$ cat config.mk
export PLATFORM = sky130hd
export DESIGN_NAME = soc_system_led_pio_arbiter
export DESIGN_NICKNAME = d
export VERILOG_FILES = /design/src/rtl/soc_system_led_pio_arbiter.sv
export SDC_FILE = /design/constraint.sdc
export NUM_CORES = 1
export LEC_CHECK = 0
export BUFFER_PORTS_ARGS = -buffer_cell sky130_fd_sc_hd__clkbuf_2
export CAP_MARGIN = 5
export CORE_AREA = 2 2 105 107
export DETAILED_ROUTE_END_ITERATION = 10
export DIE_AREA = 0 0 107 109
export GPL_ROUTABILITY_DRIVEN = 0
export GPL_TIMING_DRIVEN = 0
export PLACE_DENSITY = 0.79
export SYNTH_ARGS = -nofsm -noshare
export SYNTH_HDL_FRONTEND = slang
export SYNTH_SLANG_ARGS = --single-unit
$ cat constraint.sdc
create_clock -name clk -period 1.9 [get_ports clk]
set_clock_uncertainty 0.15 [all_clocks]
set_input_delay 0.475 -clock clk [delete_from_list [all_inputs] [get_ports clk]]
set_output_delay 0.475 -clock clk [all_outputs]
set_load 0.005 [all_outputs]
$ cat src/rtl/soc_system_led_pio_arbiter.sv
// Round-robin arbiter sharing one LED PIO Avalon-MM slave between two masters.
// Every output is registered; read data returns with a one-cycle readdatavalid pulse.
module soc_system_led_pio_arbiter #(
  parameter int ADDR_W       = 2,
  parameter int DATA_W       = 32,
  parameter int READ_LATENCY = 1
) (
  input  logic              clk,
  input  logic              reset,
  input  logic [ADDR_W-1:0] m0_address,
  input  logic              m0_read,
  input  logic              m0_write,
  input  logic [DATA_W-1:0] m0_writedata,
  output logic              m0_waitrequest,
  output logic [DATA_W-1:0] m0_readdata,
  output logic              m0_readdatavalid,
  input  logic [ADDR_W-1:0] m1_address,
  input  logic              m1_read,
  input  logic              m1_write,
  input  logic [DATA_W-1:0] m1_writedata,
  output logic              m1_waitrequest,
  output logic [DATA_W-1:0] m1_readdata,
  output logic              m1_readdatavalid,
  output logic [ADDR_W-1:0] pio_address,
  output logic              pio_chipselect,
  output logic              pio_write_n,
  output logic [DATA_W-1:0] pio_writedata,
  input  logic [DATA_W-1:0] pio_readdata
);

  typedef enum logic [1:0] {IDLE, ISSUE, RWAIT} state_t;

  state_t            state, state_next;
  logic [1:0]        count, count_next;
  logic              last_grant, last_grant_next;
  logic              grant, grant_next;
  logic              op_write, op_write_next;
  logic              sel;
  logic              req0, req1;
  logic [ADDR_W-1:0] address_next;
  logic [DATA_W-1:0] writedata_next;
  logic              chipselect_next, write_n_next;
  logic              wait0_next, wait1_next;
  logic              valid0_next, valid1_next;
  logic [DATA_W-1:0] rdata0_next, rdata1_next;

  assign req0 = m0_read | m0_write;
  assign req1 = m1_read | m1_write;

  always_comb begin
    state_next      = state;
    count_next      = count;
    last_grant_next = last_grant;
    grant_next      = grant;
    op_write_next   = op_write;
    sel             = 1'b0;
    address_next    = pio_address;
    writedata_next  = pio_writedata;
    chipselect_next = 1'b0;
    write_n_next    = 1'b1;
    wait0_next      = 1'b1;
    wait1_next      = 1'b1;
    valid0_next     = 1'b0;
    valid1_next     = 1'b0;
    rdata0_next     = m0_readdata;
    rdata1_next     = m1_readdata;
    case (state)
      IDLE: begin
        if (req0 || req1) begin
          // On contention the requester that did not win last time goes first.
          sel             = (req0 && req1) ? ~last_grant : req1;
          grant_next      = sel;
          last_grant_next = sel;
          op_write_next   = sel ? m1_write : m0_write;
          address_next    = sel ? m1_address : m0_address;
          writedata_next  = sel ? m1_writedata : m0_writedata;
          chipselect_next = 1'b1;
          write_n_next    = ~op_write_next;
          wait0_next      = sel;
          wait1_next      = ~sel;
          state_next      = ISSUE;
        end
      end
      ISSUE: begin
        if (op_write) begin
          state_next = IDLE;
        end else begin
          count_next = 2'(READ_LATENCY);
          state_next = RWAIT;
        end
      end
      RWAIT: begin
        // The final count cycle is the one in which pio_readdata is valid.
        if (count <= 2'd1) begin
          if (grant) begin
            rdata1_next = pio_readdata;
            valid1_next = 1'b1;
          end else begin
            rdata0_next = pio_readdata;
            valid0_next = 1'b1;
          end
          state_next = IDLE;
        end else begin
          count_next = count - 2'd1;
        end
      end
      default: state_next = IDLE;
    endcase
  end

  always_ff @(posedge clk) begin
    if (reset) begin
      state            <= IDLE;
      count            <= '0;
      last_grant       <= 1'b1;
      grant            <= 1'b0;
      op_write         <= 1'b0;
      pio_address      <= '0;
      pio_writedata    <= '0;
      pio_chipselect   <= 1'b0;
      pio_write_n      <= 1'b1;
      m0_waitrequest   <= 1'b1;
      m1_waitrequest   <= 1'b1;
      m0_readdatavalid <= 1'b0;
      m1_readdatavalid <= 1'b0;
      m0_readdata      <= '0;
      m1_readdata      <= '0;
    end else begin
      state            <= state_next;
      count            <= count_next;
      last_grant       <= last_grant_next;
      grant            <= grant_next;
      op_write         <= op_write_next;
      pio_address      <= address_next;
      pio_writedata    <= writedata_next;
      pio_chipselect   <= chipselect_next;
      pio_write_n      <= write_n_next;
      m0_waitrequest   <= wait0_next;
      m1_waitrequest   <= wait1_next;
      m0_readdatavalid <= valid0_next;
      m1_readdatavalid <= valid1_next;
      m0_readdata      <= rdata0_next;
      m1_readdata      <= rdata1_next;
    end
  end

endmodule
; Word level (Yosys, flattened, before mapping)
; Cells that the tools add are included.
[classes]
reduce_logical = 12
addsub = 1
n_bitwise = 10
eq_ne = 6
n_lt_le_gt_ge = 1
mux = 14
[ops]
columns = cell, count
row1 = $mux W32, 1
row2 = $mux W2, 6
row3 = $reduce_and A3 Y1, 3
row4 = $ne A2 B2 Y1 const B, 4
row5 = $not A1 Y1, 8
row6 = $pmux W2 S3, 1
row7 = $reduce_or A3 Y1, 2
row8 = $mux W1, 5
row9 = $pmux W2 S2, 1
row10 = $reduce_and A2 Y1, 2
row11 = $eq A2 B1 Y1 const B, 1
row12 = $eq A2 B2 Y1 const B, 1
row13 = $le A2 B1 Y1 const B, 1
row14 = $logic_not A2 Y1, 1
row15 = $or A1 B1 Y1, 2
row16 = $reduce_bool A2 Y1, 1
row17 = $reduce_or A2 Y1, 1
row18 = $sub A2 B1 Y2 const B, 1
row19 = $logic_and A1 B1 Y1, 1
row20 = $logic_or A1 B1 Y1, 1
[word_totals]
reg_bits = 111

; Depth between registers and ports, before layout
[depth]
word_depth = 5
mapped_depth = 7
mapped_depth_nobuf = 5

; Least setup slack after synthesis
; No wires, ideal clock.
[synth_timing]
path_type = input-to-reg
start = input m1_read
end = register pio_writedata[10]
cell_stages = 5
slack_ns = 0.127
required_ns = 1.617
path_buffers = 2
arrival_time_ns = 1.490
path_cell_list = or4_1 -> buf_6 -> buf_4 -> a21oi_1 -> a311oi_1
[synth_between]
elab_chain_cells = 4
[synth_lines]
columns = element, line_no
row1 = from (decl), 18  ; input logic m1_read,
row2 = $or A1 B1 Y1 (*), 48  ; assign req1 = m1_read | m1_write;
row3 = $logic_and A1 B1 Y1, 71  ; sel = (req0 && req1) ? ~last_grant : req1;
row4 = $mux W1, 71
row5 = $mux W32, 76  ; writedata_next = sel ? m1_writedata : m0_writedata;
row6 = to (signal assigned), 135  ; pio_writedata <= writedata_next;
row7 = to (decl), 27  ; output logic [DATA_W-1:0] pio_writedata,
; Mark *: on every way between the ends. The rest lies on a longest branch, timed or not.
; A chain may end at the register's enable or synchronous reset.

; Worst setup path in the final report
[layout_timing]
start = register count[1]
end = register m0_readdata[13]
[layout_between]
elab_chain_cells = 2
[layout_lines]
columns = element, line_no
row1 = from (decl), 34  ; logic [1:0] count, count_next;
row2 = from (signal assigned), 130  ; count <= count_next;
row3 = $le A2 B1 Y1, 94  ; if (count <= 2'd1) begin
row4 = $reduce_and A3 Y1 (no line), -
row5 = to (signal assigned), 142  ; m0_readdata <= rdata0_next;
row6 = to (decl), 15  ; output logic [DATA_W-1:0] m0_readdata,
; Every way passes these cells.

==> reports/metrics.cfg <==
[run_status]
outcome=finished clean

[global_route]
grt_pass1_wl_mm=25.37
antenna_found_initial=0
grt_pass1_vias=5341
gr-usage-all-layers=0.2710
gr-total-overflow=0
grt_max_degree=18

[sta]
fin_crit_sh=0.9451
rsz0062_at_grt=no
fmax_ghz=0.5569
tightest_slew_ns=0.6215
setup_tns_ns=0
relSlewSlack=0.5857
slew_violations=0
hold_viol_final=0
setup_violations=0
period_needed_ns=1.796

[clock_network]
path_clk_slew_ns=0.10
clock_path_buffers=2
cts_root_buf=clkbuf_8
clock_sink_count=111
clock_latency_ns=0.36
h-tree-depth=3
cts_tree=done
cts_buffers=9

[power]
leakage_uw=0.002548
vdd_drop_max_v=0.0004512
power.density_nw_per_um2=772.8

[critical_path]
crit_slowest_cell=dfxtp_4
critPathMaxStageDelay_ns=0.38
worst-path-max-fanout=10
cp-end-kind=flop
start_kind=flop
required_ns=2.04
crit_chain=inv_1 -> ha_2 -> nor2b_2 -> buf_4 -> buf_2 -> o31ai_1 -> a21oi_1
arrival_ns=1.94
worstSetupPathType=flop to flop

[run]
cap_violations=0

[die]
initial_utilization=0.4658
fp.dieArea_um2=11660
rows=38
die_w_um=107
dieHeight_um=109
io_pins=210
core_um2=10600

[logic_synthesis]
yosysMostFrequentCell=dfxtp_1
synth_top_family_by_area=compound AO/OA/AOI/OAI gates
netlist.area_leader.share=0.4500
synth_enable_flop_cells=0
synth_nets=668
netlist_area_um2=4938
ys_ff_latch=111
yosysSeqAreaShare=0.4500
synthMuxAreaShare=0
synth_top_area_cell=dfxtp_1
synth_warnings=0
ys_types=36
synth_fa_ha_area_frac=0.002534
yosys_most_used_dff=dfxtp_1
avgSynthCellArea_um2=8.803
synth_xor_area_frac=0
ys_async_sr_fraction=0
synth.area.top_cells=dfxtp_1 (45%), a21oi_1 (10%), o31ai_1 (9.7%)
synth_simple_gate_area_frac=0.1677
synth_compound_area_frac=0.3088
synthTopCellsByCount=dfxtp_1 (111), a21oi_1 (100), nand4_1 (64), o31ai_1 (64), clkbuf_1 (53)
netlist_instances=561

[placement]
numPortBuffers=209
hpwlAfterDp_mm=12.08

[route]
wl_per_cell_um=17.59
dr.first_iter.drc_count=429
drc=0
dr.pass1.iters=5
wl_mm=16.27
num_vias=5573
drt-vias-per-instance=6.025
ant_nets=0

[final_layout]
post-route-util=0.6024
nets=888
diodes=0
area_growth_pct=29.34
layout-drive-gt1-share=0.3439

[hold_path]
hold_path_class=primary input to flop

[stage by stage]
stage | hold slack [ns] | setup slack [ns] | std cells | area [um2] | power [uW]
after global routing | 0.1939 | 0.001852 | 925 | 6387 | 5164
after CTS | 0.1885 | 0.04543 | 925 | 6344 | 4933
after floorplan | 0.3006 | 0.1271 | 561 | 4938 | 3198
after global placement | 0.3062 | -0.2217 | 910 | 6160 | 3632
final | 0.1910 | 0.1044 | 925 | 6387 | 4936
after detailed placement | 0.3114 | -0.2154 | 910 | 6160 | 3664
[placed cells by master, fill, tap and decap left out, types with 2 or more instances in the layout]
cell,count
clkbuf_2,218
dfxtp_1,110
a21oi_1,100
nand4_1,64
o31ai_1,64
clkbuf_1,40
o21ai_0,36
nand3b_1,34
a311oi_1,34
buf_2,15
clkbuf_8,10
clkbuf_4,7
nor2_1,6
nor4_1,4
nor2b_1,3
or4_1,3
inv_1,2
buf_4,2
nor2_2,2
buf_6,2
nand2_1,2
nor3_1,2
clkinv_4,2
clkinv_2,2
[worst paths after layout]
| kind | start | end | slack [ns] | depth (start not counted) |
|---|---|---|---|---|
| worst min-delay path | reset | m1_waitrequest | 0.19 | 2 |
| worst max-delay path | count[1] | m0_readdata[13] | 0.10 | 7 |
| worst max register to register | count[1] | m0_readdata[13] | 0.10 | 7 |
| worst min register to register | m1_readdata[21] | m1_readdata[21] | 0.32 | 2 |
[routing by layer]
layer	track usage	share of wire	wire length, um	up-vias
met5	0	0	0	-
met4	0.08256	0.016	255	0
met3	0.06635	0.090	1471	27
met2	0.4777	0.49	7975	289
met1	0.3274	0.40	6571	2625
li1	-	-	-	2632
[timing repair]
| action | CTS | global route |
|---|---|---|
| gates resized for setup | 7 | 32 |
| setup buffers | 0 | 0 |
| pin swaps | 0 | 1 |
| setup endpoints to repair | 40 | 79 |
| hold buffers | 0 | 0 |
[where the power goes]
part	switching [uW]	internal, uW
logic	628	421
clock network	791	507
registers	104	2490
total	1520	3410
[state kept, by name, summed over array words and instances (netlist names), 2 cells and up]
name	count
m0_readdata	32
m1_readdata	32
pio_writedata	32
count	2
pio_address	2
state	2
[layout make-up]
| class | count | area (um2) |
|---|---|---|
| Timing Repair Buffer | 209 | 1046 |
| Multi-Input combinational cell | 371 | 2381 |
| Tap cell | 140 | 175.2 |
| Inverter | 2 | 7.507 |
| Clock inverter | 5 | 35.03 |
| Sequential cell | 111 | 2226 |
| Buffer | 77 | 379.1 |
| Fill cell | 1004 | 4215 |
| Clock buffer | 10 | 137.6 |
[kinds of logic (layout without fill, tap and decap cells)]
family | after synthesis | after routing
DFF | 111 | 111
buffers and inverters | 79 | 303
adders and majority gates | 1 | 1
AOI/OAI and AO/OA | 242 | 242
and+or+nand+nor | 128 | 128
[critical path: cells and delay by family, from the launching register on]
kind            cells  cell delay (ns)
buf+inv             3             0.53
compound gates      2             0.27
fa+ha+maj           1             0.19
simple gates        1             0.21
flops               1             0.38
Note: power is estimated with default switching activity, not from simulation.
